**src/rtl/bitserial_adder_if.sv**
```systemverilog
// Handshake and data bundle for bitserial_adder.
// The ovf signal exists only when BITSERIAL_ADD_OVF_EN is defined.
interface bitserial_adder_if #(
  parameter int WIDTH = 8
);
  logic             start;
  logic [WIDTH-1:0] a;
  logic [WIDTH-1:0] b;
  logic             cin;
  logic             busy;
  logic             done;
  logic [WIDTH-1:0] sum;
  logic             cout;
`ifdef BITSERIAL_ADD_OVF_EN
  logic             ovf;
`endif

  modport master (
    output start, a, b, cin,
`ifdef BITSERIAL_ADD_OVF_EN
    input  ovf,
`endif
    input  busy, done, sum, cout
  );

  modport slave (
    input  start, a, b, cin,
`ifdef BITSERIAL_ADD_OVF_EN
    output ovf,
`endif
    output busy, done, sum, cout
  );
endinterface

```
**src/rtl/bitserial_adder.sv**
```systemverilog
// Bit-serial adder: one full-adder slice plus carry flop, LSB first, WIDTH cycles per add.
// Define BITSERIAL_ADD_OVF_EN to add a registered two's-complement overflow output.
module bitserial_adder #(
  parameter int WIDTH = 8
) (
  input  logic               clk,
  input  logic               rst_n,
  bitserial_adder_if.slave   bus
);
  localparam int CNT_W = (WIDTH > 1) ? $clog2(WIDTH) : 1;

  localparam logic [1:0] IDLE = 2'd0;
  localparam logic [1:0] RUN  = 2'd1;
  localparam logic [1:0] DONE = 2'd2;

  logic [1:0]       state_reg;
  logic [WIDTH-1:0] a_sr_reg;
  logic [WIDTH-1:0] b_sr_reg;
  logic [WIDTH-1:0] sum_sr_reg;
  logic [WIDTH-1:0] sum_reg;
  logic             carry_reg;
  logic             cout_reg;
  logic [CNT_W-1:0] cnt_reg;

  logic             bit_s;
  logic             carry_next;
  logic             last_bit;
  logic [WIDTH-1:0] sum_sr_next;

  assign bit_s       = a_sr_reg[0] ^ b_sr_reg[0] ^ carry_reg;
  assign carry_next  = (a_sr_reg[0] & b_sr_reg[0]) |
                       (a_sr_reg[0] & carry_reg)   |
                       (b_sr_reg[0] & carry_reg);
  assign sum_sr_next = {bit_s, sum_sr_reg[WIDTH-1:1]};
  assign last_bit    = (cnt_reg == CNT_W'(WIDTH - 1));

`ifdef BITSERIAL_ADD_OVF_EN
  logic ovf_reg;
`endif

  always_ff @(posedge clk) begin
    if (!rst_n) begin
      state_reg  <= IDLE;
      a_sr_reg   <= '0;
      b_sr_reg   <= '0;
      sum_sr_reg <= '0;
      sum_reg    <= '0;
      carry_reg  <= 1'b0;
      cout_reg   <= 1'b0;
      cnt_reg    <= '0;
`ifdef BITSERIAL_ADD_OVF_EN
      ovf_reg    <= 1'b0;
`endif
    end else begin
      case (state_reg)
        IDLE, DONE: begin
          if (bus.start) begin
            a_sr_reg  <= bus.a;
            b_sr_reg  <= bus.b;
            carry_reg <= bus.cin;
            cnt_reg   <= '0;
            state_reg <= RUN;
          end else begin
            state_reg <= IDLE;
          end
        end
        RUN: begin
          a_sr_reg   <= {1'b0, a_sr_reg[WIDTH-1:1]};
          b_sr_reg   <= {1'b0, b_sr_reg[WIDTH-1:1]};
          sum_sr_reg <= sum_sr_next;
          carry_reg  <= carry_next;
          cnt_reg    <= cnt_reg + 1'b1;
          if (last_bit) begin
            sum_reg   <= sum_sr_next;
            cout_reg  <= carry_next;
`ifdef BITSERIAL_ADD_OVF_EN
            // carry_reg here is the carry into the MSB slice
            ovf_reg   <= carry_reg ^ carry_next;
`endif
            state_reg <= DONE;
          end
        end
        default: state_reg <= IDLE;
      endcase
    end
  end

  assign bus.busy = (state_reg == RUN);
  assign bus.done = (state_reg == DONE);
  assign bus.sum  = sum_reg;
  assign bus.cout = cout_reg;
`ifdef BITSERIAL_ADD_OVF_EN
  assign bus.ovf  = ovf_reg;
`endif
endmodule

```
**src/flat_wrapper.sv**
```systemverilog
// flat-port wrapper written by rule: the top's interface ports become plain ports
module bitserial_adder_flat 
#(
  parameter int WIDTH = 8
)
  (clk, rst_n, bus_start, bus_a, bus_b, bus_cin, bus_busy, bus_done, bus_sum, bus_cout);
  bitserial_adder_if #(.WIDTH(WIDTH)) bus_i ();
  input  logic clk;
  input  logic rst_n;
  input wire logic [$bits(bus_i.start)-1:0] bus_start;
  input wire logic [$bits(bus_i.a)-1:0] bus_a;
  input wire logic [$bits(bus_i.b)-1:0] bus_b;
  input wire logic [$bits(bus_i.cin)-1:0] bus_cin;
  output wire logic [$bits(bus_i.busy)-1:0] bus_busy;
  output wire logic [$bits(bus_i.done)-1:0] bus_done;
  output wire logic [$bits(bus_i.sum)-1:0] bus_sum;
  output wire logic [$bits(bus_i.cout)-1:0] bus_cout;
  assign bus_i.start = bus_start;
  assign bus_i.a = bus_a;
  assign bus_i.b = bus_b;
  assign bus_i.cin = bus_cin;
  assign bus_busy = bus_i.busy;
  assign bus_done = bus_i.done;
  assign bus_sum = bus_i.sum;
  assign bus_cout = bus_i.cout;
  bitserial_adder #(.WIDTH(WIDTH)) u_core (.clk(clk), .rst_n(rst_n), .bus(bus_i));
endmodule
```
**config.mk**
```make
export PLATFORM = sky130hd
export DESIGN_NAME = bitserial_adder_flat
export DESIGN_NICKNAME = d
export VERILOG_FILES = /design/src/rtl/bitserial_adder_if.sv /design/src/rtl/bitserial_adder.sv /design/src/flat_wrapper.sv
export SDC_FILE = /design/constraint.sdc
export NUM_CORES = 1
export LEC_CHECK = 0
export CORE_UTILIZATION = 46
export DETAILED_ROUTE_END_ITERATION = 6
export PLACE_DENSITY = 0.75
export SLEW_MARGIN = 25
export SYNTH_ARGS = -nofsm -noshare
export SYNTH_HDL_FRONTEND = slang
export SYNTH_SLANG_ARGS = --single-unit
```
**constraint.sdc**
```tcl
create_clock -name clk -period 1.1 [get_ports clk]
set_input_delay 0.22 -clock clk [delete_from_list [all_inputs] [get_ports clk]]
set_output_delay 0.22 -clock clk [all_outputs]
set_load 0.01 [all_outputs]
```
Yosys cells after proc, flatten, opt, wreduce, memory -nomap -nowiden
Cells that the tools add are included.
{"block": "totals", "register_bits": 39, "inputBits": 20}
{"block": "op_classes", "n_addsub": 1, "eq_ne": 5, "n_mux": 11, "bitwise_logic": 7, "reduce_logical": 5}
{"op": "$pmux W8 S2", "count": 2}
{"op": "$mux W8", "count": 2}
{"op": "$pmux W3 S2", "count": 1}
{"op": "$pmux W2 S2", "count": 1}
{"op": "$reduce_and A2 Y1", "count": 2}
{"op": "$add A3 B1 Y3 const B", "count": 1}
{"op": "$and A1 B1 Y1", "count": 3}
{"op": "$eq A3 B3 Y1 const B", "count": 1}
{"op": "$mux W3", "count": 1}
{"op": "$eq A2 B1 Y1 const B", "count": 1}
{"op": "$eq A2 B2 Y1 const B", "count": 1}
{"op": "$logic_not A2 Y1", "count": 1}
{"op": "$mux W1", "count": 2}
{"op": "$mux W2", "count": 1}
{"op": "$ne A2 B1 Y1 const B", "count": 1}
{"op": "$ne A2 B2 Y1 const B", "count": 1}
{"op": "$or A1 B1 Y1", "count": 2}
{"op": "$pmux W1 S2", "count": 1}
{"op": "$reduce_bool A2 Y1", "count": 1}
{"op": "$reduce_or A2 Y1", "count": 1}
{"op": "$xor A1 B1 Y1", "count": 2}

Longest topological paths before layout
{"block": "depth", "depth_word": 4, "mapped_depth": 6}

Worst setup path before layout
Ideal clock, no wire load.
{"block": "synth_timing", "path_kind": "reg2reg", "startpoint": "register u_core.cnt_reg[0]", "endpoint": "register u_core.sum_reg[2] (netlist: u_core.bus.sum[2])", "t_arrival_ns": 1.080, "required_time_ns": 1.030, "setup_slack_ns": -0.050, "path_stages_with_launch": 6, "path_buffers": 0, "period_less_slack_ns": 1.150, "path_cell_list": "dfxtp_1 -> ha_1 -> ha_1 -> nand3b_1 -> nand2_1 -> a21boi_1"}
{"block": "synth_via", "elab_chain_len": 2}
{"item": "start, declared", "line": "bitserial_adder.sv:23", "text": "logic [CNT_W-1:0] cnt_reg;"}
{"item": "start signal, assigned", "line": "bitserial_adder.sv:72", "text": "cnt_reg <= cnt_reg + 1'b1;"}
{"item": "$eq A3 B3 Y1", "line": "bitserial_adder.sv:35", "text": "assign last_bit = (cnt_reg == CNT_W'(WIDTH - 1));"}
{"item": "$reduce_and A2 Y1 (no line)"}
{"item": "end signal, assigned", "line": "bitserial_adder.sv:74", "text": "sum_reg <= sum_sr_next;"}
{"item": "end, declared", "line": "bitserial_adder.sv:20", "text": "logic [WIDTH-1:0] sum_reg;"}
Every way passes these cells.
A chain may end at the register's enable or synchronous reset.

Final worst setup path
{"block": "layout_timing", "startpoint": "register u_core.state_reg[0]", "endpoint": "register u_core.b_sr_reg[3]"}
{"block": "layout_via", "elab_chain_len": 4}
{"item": "start, declared", "line": "bitserial_adder.sv:16", "text": "logic [1:0] state_reg;"}
{"item": "start signal, assigned", "line": "bitserial_adder.sv:43", "text": "state_reg <= IDLE;"}
{"item": "start signal, assigned", "line": "bitserial_adder.sv:62", "text": "state_reg <= RUN;"}
{"item": "start signal, assigned", "line": "bitserial_adder.sv:64", "text": "state_reg <= IDLE;"}
{"item": "$eq A2 B2 Y1 or $logic_not A2 Y1 (tied branches)", "line": "bitserial_adder.sv:55", "text": "case (state_reg)"}
{"item": "$reduce_or A2 Y1", "line": "bitserial_adder.sv:55"}
{"item": "$ne A2 B2 Y1 (no line) or $reduce_bool A2 Y1 (tied branches)"}
{"item": "$reduce_and A2 Y1 (no line)"}
{"item": "end signal, assigned", "line": "bitserial_adder.sv:59", "text": "b_sr_reg <= bus.b;"}
{"item": "end signal, assigned", "line": "bitserial_adder.sv:69", "text": "b_sr_reg <= {1'b0, b_sr_reg[WIDTH-1:1]};"}
{"item": "end, declared", "line": "bitserial_adder.sv:18", "text": "logic [WIDTH-1:0] b_sr_reg;"}
Parallel ways exist; a longest one is shown, timed or not.

==> impl_results.md <==
- Status: finished with violations
- Failing checks: setup timing
- Global-route wire length before repair: roughly 6300 um
- Crit Path Max Fanout: 6
- RePlAce Congestion: around 0.74
- Clock buffers created by TritonCTS: 5
- Worst EP required: 1.38 ns
- Placed Instances: 260
- M1 GR Usage: 0.2607
- Hold slack: 0.4207 ns
- Row cnt: 21
- PortBufs: 30
- Initial antenna violation count: 0
- Layout cells sized above 1: 0.3487
- Chip height: 61.63 um
- Critical Path, Cell by Cell: buf_4 > nand2b_4 > buf_12 > buf_16 > nand2_1 > a31oi_1
- Clk slew on worst S/H paths: roughly 0.12 ns
- Core area: approximately 3400 um2
- CP Capture Type: flip-flop
- Grt ovf: 0
- Distinct cell type count of the synthesized netlist: 25
- Post-route design area: 2501 um2
- DR pass1 iterations: 5
- Final Hold Viols: 0
- Complex-gate fraction of the synthesized area: 0.2028
- Diodes inserted: 0
- CP startpoint kind: flip-flop
- DRC Markers: 0
- Post-synth EDFFs: 0
- Worst Tran Pin Value: 0.2840 ns
- Nets: 260
- Post-route minimum period: about 1.3 ns
- Largest family of logic cells by synthesized area: simple AND/OR/NAND/NOR gates
- Fin cells: 284
- Synth Register Bits: 38
- Via count: between 1.5k and 2k
- Top-area cell type share of the netlist area: 0.4652
- Hold Path Class: input port to flip-flop
- Post-placement cell area: about 2000 um2
- Maxcap violations: 0
- Initial Utilization: 0.4862
- Pwr/cell area: 1354 nW/um2
- Post-CTS Hold Buffers: 0
- Grt met2 use: 0.4117
- Fraction of the mapped netlist area in adder cells: 0.02754
- Initial DRC Count: 89
- Count leader, synth: nand2_1
- Critical path arrival: 1.59 ns
- Worst setup margin: -0.2106 ns
- Largest net degree at the start of global routing: 39
- Yosys top cell by area: dfxtp_1
- Synth top area cells: dfxtp_1, nand2_1, a21boi_1
- Skew-Pair Late Insertion Delay: roughly 0.36 ns
- Gr busiest metal: met2
- Worst Path Class, Setup: flip-flop to flip-flop
- Post-Syn Instances: 189
- Finish-stage setup viols: 32
- Slew margin rel.: 0.8087
- Setup repair after global routing missed its margin: yes
- DPL Wire Length: roughly 2100 um
- Area delta synth->final: 52.95%
- Post-synthesis xor/xnor area fraction: 0
- Boundary Pins: 31
- Synth cell count leaders: nand2_1, dfxtp_1, a21boi_1, o21ai_0, a31oi_1
- Seq/Total Area, Yosys: 0.4652
- Routing usage on met3: 0.04412
- Longest Clk Path Bufs: 2
- Drt total wl: 4406 um
- CTS root buf: clkbuf_4
- Multiplexer area fraction after synthesis: 0
- Gr usage total: 0.2282
- Ys async rst share: 0
- Final period util: 1.191
- Peak VDD IR: around 0.00092 V
- Die width: 61.63 um
- Vias in the first global route: 1444
- Antenna viol nets, final: 0
- CTS sink cnt: 38
- Yosys warning count: 0
- CP max-delay cell: dfxtp_4
- Avg Cell Area, Syn: approximately 8.7 um2
- Die area: 3798 um2
- Clock Skew: 0.01022 ns
- Mapped cell area: between 1500 and 2000 um2
- Drt via density: approximately 5.5
- Total Neg Setup Slack: -3.575 ns
- Post-Synth Simple-Gate Area: 0.2326
- Routed wire per std cell: 15.51 um
- Slew Viols, Final: 0
- Fmax achieved: 763.0 MHz
- Leak Pwr: 0.0009762 uW
- TritonCTS clock tree: done
- Dominant synthesized flop cell: dfxtp_1
- Post-Place Worst Slack: -0.3233 ns
- Syn_nets: 212
- Worst stage delay on the critical path: 0.40 ns
- H-tree levels: 2
metal layers:
metal / up-vias / part of all wire
met4: 0 / 0.029
met1: 731 / 0.39
met2: 68 / 0.52
met3: 14 / 0.063
li1: 742 / -
met5: - / 0
layout by cell type, fill, tap and decap left out, types with 2 or more instances in the layout:
cell type,instances
o21ai_1,8
a21boi_1,17
nand2_1,54
nand2b_4,2
clkbuf_4,5
o21ai_0,7
buf_6,6
clkdlybuf4s50_1,19
buf_4,6
nand2_2,3
bufinv_16,2
a21boi_2,2
nand3_1,4
a31oi_1,15
dfxtp_2,14
nand3_2,9
buf_2,10
clkbuf_16,2
dfxtp_1,23
buf_16,5
ha_4,2
buf_12,8
final cells by class:
type	count	area, um2
clock buffer	6	51.30
clock inverter	2	60.06
fill	246	862.1
inverter	1	6.256
multi-input combinational	134	828.3
sequential	38	782.0
tap	46	57.56
timing repair buffer	57	715.7
final timing paths:
| path | from | end | slack (ns) | depth (start not counted) |
|---|---|---|---|---|
| setup reg to reg | u_core.state_reg[0] | u_core.b_sr_reg[3] | -0.21 | 6 |
| setup / recovery | u_core.state_reg[0] | u_core.b_sr_reg[3] | -0.21 | 6 |
| hold / removal | bus_a[2] | u_core.a_sr_reg[2] | 0.42 | 3 |
| hold reg to reg | u_core.bus.sum[0] | u_core.bus.sum[0] | 0.46 | 2 |
cell families (layout without fill, tap and decap cells):
group	Yosys count	after routing
AND/OR/NAND/NOR	79	79
AO/OA/AOI/OAI	52	52
flip-flops	38	38
buffers and inverters	17	66
adder cells (fa/ha/maj)	3	3
timing repair:
| item | in CTS | in global routing |
|---|---|---|
| gates resized for setup | 90 | 11 |
| setup endpoints to repair | 49 | 39 |
| pin swaps | 15 | 8 |
| cloned | 7 | 3 |
| setup buffers | 4 | 2 |
worst max-delay path, delay by kind of cell (launching register included):
kind	cells	cell delay [ns]
AO/OA/AOI/OAI	1	0.20
flip-flops	1	0.40
AND/OR/NAND/NOR	2	0.26
buffers and inverters	3	0.36
where the power goes:
part / internal (uW) / total (uW) / leakage (uW) / switching, uW
combinational: 365 / 634 / 0.000600 / 269
clock: 770 / 1250 / 0.0000585 / 483
sequential: 1450 / 1500 / 0.000318 / 52.3
total: 2580 / 3390 / 0.000976 / 804
per-stage QoR:
step	utilization	power [uW]
4_1_cts	0.7061	3283
6_report	0.7437	3387
5_1_grt	0.7437	3522
3_5_place_dp	0.5997	1897
2_1_floorplan	-	1758
3_3_place_gp	0.5997	1884
(Power assumes the default switching activity.)
